**src/rtl/ps2_pkg.sv**
```systemverilog
// Shared definitions for the PS/2 receiver: frame FSM encoding, frame length
// and the bit layout of the data/status registers.
package ps2_pkg;

    typedef enum logic [1:0] {
        ST_IDLE  = 2'd0,
        ST_SHIFT = 2'd1,
        ST_CHECK = 2'd2
    } rx_state_t;

    // start + 8 data + parity + stop
    localparam int FRAME_BITS = 11;

    localparam int COUNT_W      = 9;
    localparam int BIT_NOT_EMPTY = 8;
    localparam int BIT_OVERFLOW  = 9;
    localparam int BIT_FRAME_ERR = 10;
    localparam int BIT_FULL      = 11;

endpackage

```
**src/rtl/ps2_frame_rx.sv**
```systemverilog
// PS/2 frame receiver: line synchronisers, falling-edge detect, frame FSM and
// inter-bit timeout. Emits one-cycle byte_valid or frame_err pulses.
//
// state    | meaning
// ST_IDLE  | waiting for a start bit (0) on a PS2_clk falling edge
// ST_SHIFT | collecting 8 data bits, parity and stop; timeout armed
// ST_CHECK | one cycle: verify odd parity and stop bit, then report
module ps2_frame_rx
    import ps2_pkg::*;
#(
    parameter int TIMEOUT_CYCLES = 5000
) (
    input  logic       system_clk,
    input  logic       reset,
    input  logic       PS2_clk,
    input  logic       PS2_data,
    output logic [7:0] rx_byte,
    output logic       byte_valid,
    output logic       frame_err
);

    localparam int TW = $clog2(TIMEOUT_CYCLES + 1);
    localparam logic [TW-1:0] TO_LOAD  = TW'(TIMEOUT_CYCLES - 1);
    localparam logic [3:0]    LAST_BIT = 4'(FRAME_BITS - 2);

    logic clk_s1, clk_s2, clk_prev;
    logic dat_s1, dat_s2;
    logic fall;

    rx_state_t state, next_state;
    logic [3:0]    bit_cnt;
    logic [9:0]    shreg;
    logic [TW-1:0] timer;
    logic          start_en, shift_en;

    always_ff @(posedge system_clk) begin
        if (reset) begin
            clk_s1   <= 1'b1;
            clk_s2   <= 1'b1;
            clk_prev <= 1'b1;
            dat_s1   <= 1'b1;
            dat_s2   <= 1'b1;
        end else begin
            clk_s1   <= PS2_clk;
            clk_s2   <= clk_s1;
            clk_prev <= clk_s2;
            dat_s1   <= PS2_data;
            dat_s2   <= dat_s1;
        end
    end

    assign fall = clk_prev & ~clk_s2;

    always_ff @(posedge system_clk) begin
        if (reset) state <= ST_IDLE;
        else       state <= next_state;
    end

    always_comb begin
        next_state = state;
        byte_valid = 1'b0;
        frame_err  = 1'b0;
        start_en   = 1'b0;
        shift_en   = 1'b0;
        case (state)
            ST_IDLE: begin
                if (fall && !dat_s2) begin
                    start_en   = 1'b1;
                    next_state = ST_SHIFT;
                end
            end
            ST_SHIFT: begin
                if (fall) begin
                    shift_en = 1'b1;
                    if (bit_cnt == LAST_BIT) next_state = ST_CHECK;
                end else if (timer == '0) begin
                    frame_err  = 1'b1;
                    next_state = ST_IDLE;
                end
            end
            ST_CHECK: begin
                // shreg[8:0] = data + parity, shreg[9] = stop
                if ((^shreg[8:0]) && shreg[9]) byte_valid = 1'b1;
                else                           frame_err  = 1'b1;
                next_state = ST_IDLE;
            end
            default: next_state = ST_IDLE;
        endcase
    end

    assign rx_byte = shreg[7:0];

    always_ff @(posedge system_clk) begin
        if (reset) begin
            bit_cnt <= '0;
            shreg   <= '0;
            timer   <= '0;
        end else if (start_en) begin
            bit_cnt <= '0;
            timer   <= TO_LOAD;
        end else if (shift_en) begin
            shreg   <= {dat_s2, shreg[9:1]};
            bit_cnt <= bit_cnt + 4'd1;
            timer   <= TO_LOAD;
        end else if (state == ST_SHIFT && timer != '0) begin
            timer   <= timer - 1'b1;
        end
    end

endmodule

```
**src/rtl/ps2_rx_fifo.sv**
```systemverilog
// PS/2 receiver with scan-code FIFO and a two-register read map
// (data/pop and status with sticky overflow / frame error flags).
module ps2_rx_fifo
    import ps2_pkg::*;
#(
    parameter int                    ADDR_WIDTH     = 14,
    parameter int                    DATA_WIDTH     = 64,
    parameter int                    FIFO_DEPTH     = 8,
    parameter logic [ADDR_WIDTH-1:0] DATA_ADDR      = 14'h3fff,
    parameter logic [ADDR_WIDTH-1:0] STATUS_ADDR    = 14'h3ffe,
    parameter int                    TIMEOUT_CYCLES = 5000
) (
    input  logic                  system_clk,
    input  logic                  reset,
    input  logic [ADDR_WIDTH-1:0] address,
    input  logic                  PS2_data,
    input  logic                  PS2_clk,
    input  logic                  read,
    output logic [DATA_WIDTH-1:0] data
);

    localparam int PTR_W = (FIFO_DEPTH > 1) ? $clog2(FIFO_DEPTH) : 1;
    localparam logic [PTR_W:0] DEPTH_C = (PTR_W + 1)'(FIFO_DEPTH);

    logic [7:0] rx_byte;
    logic       byte_valid;
    logic       rx_err;

    ps2_frame_rx #(
        .TIMEOUT_CYCLES(TIMEOUT_CYCLES)
    ) u_frame_rx (
        .system_clk(system_clk),
        .reset     (reset),
        .PS2_clk   (PS2_clk),
        .PS2_data  (PS2_data),
        .rx_byte   (rx_byte),
        .byte_valid(byte_valid),
        .frame_err (rx_err)
    );

    logic [7:0]     mem [FIFO_DEPTH];
    logic [PTR_W-1:0] wr_ptr, rd_ptr;
    logic [PTR_W:0] count;
    logic           overflow, err_flag;
    logic           read_prev, read_rise;
    logic           not_empty, full;
    logic           do_push, do_pop, stat_clr, ovf_set;

    assign not_empty = (count != '0);
    assign full      = (count == DEPTH_C);
    assign read_rise = read & ~read_prev;
    assign do_pop    = read_rise && (address == DATA_ADDR) && not_empty;
    // A pop in the same cycle frees a slot, so a full FIFO still accepts.
    assign do_push   = byte_valid && (!full || do_pop);
    assign ovf_set   = byte_valid && full && !do_pop;
    assign stat_clr  = read_rise && (address == STATUS_ADDR);

    always_ff @(posedge system_clk) begin
        if (do_push) mem[wr_ptr] <= rx_byte;
    end

    always_ff @(posedge system_clk) begin
        if (reset) begin
            wr_ptr    <= '0;
            rd_ptr    <= '0;
            count     <= '0;
            overflow  <= 1'b0;
            err_flag  <= 1'b0;
            read_prev <= 1'b0;
        end else begin
            read_prev <= read;
            if (do_push) wr_ptr <= wr_ptr + 1'b1;
            if (do_pop)  rd_ptr <= rd_ptr + 1'b1;
            case ({do_push, do_pop})
                2'b10:   count <= count + 1'b1;
                2'b01:   count <= count - 1'b1;
                default: count <= count;
            endcase
            if (ovf_set)       overflow <= 1'b1;
            else if (stat_clr) overflow <= 1'b0;
            if (rx_err)        err_flag <= 1'b1;
            else if (stat_clr) err_flag <= 1'b0;
        end
    end

    always_comb begin
        data = '0;
        if (address == DATA_ADDR) begin
            if (not_empty) data[7:0] = mem[rd_ptr];
            data[BIT_NOT_EMPTY] = not_empty;
        end else if (address == STATUS_ADDR) begin
            data[COUNT_W-1:0]   = COUNT_W'(count);
            data[BIT_OVERFLOW]  = overflow;
            data[BIT_FRAME_ERR] = err_flag;
            data[BIT_FULL]      = full;
        end
    end

endmodule

```
**config.mk**
```make
export PLATFORM = sky130hd
export DESIGN_NAME = ps2_rx_fifo
export DESIGN_NICKNAME = d
export VERILOG_FILES = /design/src/rtl/ps2_pkg.sv /design/src/rtl/ps2_frame_rx.sv /design/src/rtl/ps2_rx_fifo.sv
export SDC_FILE = /design/constraint.sdc
export NUM_CORES = 1
export LEC_CHECK = 0
export BUFFER_PORTS_ARGS = -buffer_cell sky130_fd_sc_hd__buf_2
export CORE_MARGIN = 1.5
export CORE_UTILIZATION = 35
export DETAILED_ROUTE_END_ITERATION = 7
export GPL_ROUTABILITY_DRIVEN = 0
export HOLD_SLACK_MARGIN = 0.12
export PLACE_DENSITY = 0.55
export SLEW_MARGIN = 20
export SYNTH_ARGS = -nofsm -noshare
export SYNTH_HDL_FRONTEND = slang
export SYNTH_HIERARCHICAL = 1
export SYNTH_SLANG_ARGS = --single-unit
export TNS_END_PERCENT = 5
```
**constraint.sdc**
```tcl
create_clock -name system_clk -period 4.6 [get_ports system_clk]
set_input_delay 0 -clock system_clk [delete_from_list [all_inputs] [get_ports system_clk]]
set_output_delay 0 -clock system_clk [all_outputs]
set_load 0.1 [all_outputs]
```
==> impl_results.md <==
* Count of flip-flops with a built-in enable after synthesis at 64
* DP Wirelength at 7000 um
* Number of buffers added for setup after CTS at 0
* Post-CTS Resized at 0
* Post-route cell area at 6280 um2
* Yosys Warn Count at 6
* Cell count after synthesis at 473
* Die height at 129 um
* Pleak at 0.00226 uW
* Initial antenna violation count at 0
* Crit. End Element: flip-flop
* I/O pin count at 83
* Combinational family with the most area after synthesis: simple AND/OR/NAND/NOR gates
* Proportion of synthesized chip area in sequential cells at 52.5%
* Detailed router's first-iteration violation count at 174
* FILL cells at 1445
* Number of buffers added on ports at 30
* Number of global-route vias before repair at 3285
* Slew of the pin with the lowest slew margin at 0.995 ns
* Area of the multi-input gates at 2240 um2
* Class of the worst hold path: in2reg
* Routed WL per cell at 14.7 um
* Headroom to the max-slew limit at 33.4%
* Synth async-reset ratio at 0%
* Cell chosen for the clock root: sky130_fd_sc_hd__clkbuf_16
* Share of the synthesized netlist area taken by xor and xnor gates at 2.23%
* CTS sink count at 114
* Synth Area in Adders at 2.25%
* Complex-gate fraction of the synthesized area at 8.19%
* Avg Vias per Cell at 4.78
* Most used cells in the layout excluding fill and tap cells: sky130_fd_sc_hd__edfxtp_1 (64), sky130_fd_sc_hd__conb_1 (52), sky130_fd_sc_hd__dfxtp_1 (49)
* Clock latency at the later pin of the worst-skew pair at 0.41 ns
* Slowest cell on crit path: sky130_fd_sc_hd__nor2_1
* Number of buffers on the longest clock path at 2
* Unique masters post-synth at 58
* P&R area growth vs syn at 12.9%
* X dimension of the die at 129 um
* Post-synthesis cell area at 5560 um2
* Number of max-slew violations in the final report at 0
* Nets at 528
* Aggregate global routing overflow at 0
* Global-route wire length before repair at 17000 um
* Most frequent standard cell in the layout excluding fill and tap cells: sky130_fd_sc_hd__edfxtp_1
* Category of the worst setup path launch point: flip-flop
* Critical path buffers and inverters at 0
* Biggest fanout along the worst timing path at 11
* Total GRT Usage at 13.6%
* Worst clock skew at 0.00709 ns
* Total power per unit cell area at 419 nW/um2
* Worst setup path class: reg2reg
* Initial Util at 36.2%
* Post-synthesis simple-gate area fraction at 14.1%
* Die footprint at 16700 um2
* Tmin final at 3.27 ns
* CP top delay family: simple AND/OR/NAND/NOR gates
* Avg Cell Area, Syn at 11.8 um2
* Post-Route Setup TNS at 0 ns
* Placeable core region at 15400 um2
* Hold Vio Cnt, Final at 0
* Proportion of synthesized area in mux cells at 9.78%
* # DRC at 0
* Maximum cell stage delay along the critical path at 0.65 ns
* Number of max-capacitance violations reported at 0
* Crit path required time at 4.63 ns
* Critical Path Most Common Cell: sky130_fd_sc_hd__xor2_1
* CTS buffer count at 17
* Final routed wirelength across all metal layers at 10600 um
* Via Count at 3457
* Clock transition time at the flip-flop clock pins of the worst setup and hold paths at 0.05 ns
* Result of the run: finished, final reports clean
* Critical Path AT at 3.30 ns
* CTS tree: yes
* Num rows at 45
* Maximum ir drop on the vdd rail at 0.249 mV
* Post-DRT Antenna Nets at 0
* Highest clock frequency the design can meet at 306 MHz
* Final count of negative-setup-slack endpoints at 0
* # diodes at 0
* Most used DFF post-synth: sky130_fd_sc_hd__edfxtp_1
* Area taken by flip-flops and latches at 2920 um2
* CTS H-tree depth at 4
* Unrepaired setup endpoints after global routing: no
* Standard cell area after detailed placement at 5650 um2
* Post-synthesis register bit count at 114
* DR pass1 iterations at 4
* Layout cells sized above 1 at 19.1%
* Fin crit share at 71.1%
* Maximum number of pins on one net before global-route repair at 54
* Cells along the critical path: xor2_1 > xnor3_1 > xor2_1 > and3_1 > or3b_2 > nor2_1
-- per-layer routing --
layer / vias to the layer above / track usage (%) / part of all wire, %
met2: 70 / 22.0 / 48
li1: 1682 / - / -
met3: 13 / 4.21 / 4.2
met5: - / 0 / 0
met4: 0 / 5.88 / 1.2
met1: 1692 / 17.0 / 46
-- metrics by stage --
step	utilization [%]	instances	setup slack, ns	power, uW	hold slack [ns]
5_1_grt	40.9	723	1.17	2720	0.285
4_1_cts	40.9	723	1.30	2660	0.225
6_report	40.9	723	1.33	2630	0.231
3_3_place_gp	36.8	687	1.41	1340	0.185
3_5_place_dp	36.8	687	1.32	1340	0.186
2_1_floorplan	-	524	1.56	1360	0.104
-- cells in the mapped netlist, drive strengths merged (4+ instances only) --
library cell / n / share of area [%]
a21oi: 19 / 1.8
nand3b: 4 / 0.54
nand3: 5 / 0.45
nand2b: 6 / 0.67
clkbuf: 13 / 0.88
o21ai: 21 / 1.9
or3: 5 / 0.56
and2: 4 / 0.49
or4: 8 / 1.1
nand4: 7 / 0.79
mux4: 16 / 6.5
a211oi: 8 / 1.1
edfxtp: 64 / 35
ha: 10 / 2.2
a31oi: 5 / 0.56
nor2: 29 / 2.0
mux2i: 15 / 2.7
o31ai: 4 / 0.54
nor3: 6 / 0.54
xor2: 6 / 0.94
buf: 68 / 9.1
nor2b: 7 / 0.79
nand2: 27 / 1.8
or2: 8 / 0.90
dfxtp: 50 / 18
inv: 14 / 0.94
a311oi: 4 / 0.63
-- sequential cells by signal, summed over array words and instances, names as in the netlist, 2 cells and up, named ones only --
name                cells
count                   4
mem                    64
rd_ptr                  3
u_frame_rx/bit_cnt      4
u_frame_rx/shreg       10
u_frame_rx/state        2
u_frame_rx/timer       13
wr_ptr                  3
-- layout make-up --
cell class	count	share of cell area, %
inverters	14	0.837
clock buffers	22	7.23
multi-input cells	315	35.6
repair buffers	37	3.39
well taps	211	4.20
flip-flops and latches	114	46.6
clock inverters	10	2.15
-- worst paths after layout --
check                            from                end  slack [ns]  cells past startpoint
setup / recovery  u_frame_rx/shreg[4]          mem[4][4]        1.33                      6
hold / removal                  reset          rd_ptr[0]        0.23                      2
setup reg to reg  u_frame_rx/shreg[4]          mem[4][4]        1.33                      6
hold reg to reg     u_frame_rx/clk_s1  u_frame_rx/clk_s2        0.41                      1
-- report_power, final --
group | leakage (uW) | switching, uW | total (uW) | internal, uW
clock network | 0.000288 | 443 | 1310 | 863
registers | 0.000997 | 3.53 | 1070 | 1070
logic | 0.000979 | 224 | 251 | 27.0
-- logic make-up after synthesis --
family / after synthesis
adders and majority gates: 10
and+or+nand+nor: 135
muxes: 34
xor gates and xnor gates: 11
AOI/OAI and AO/OA: 73
DFF: 114
other: 1
buffers and inverters: 95
-- what timing repair did --
item                                    CTS  global route
hold buffers                              4             0
endpoints found under the hold margin    11             0
endpoints found under the setup margin    0             0
No activity file was read; power rests on OpenSTA's default activity.
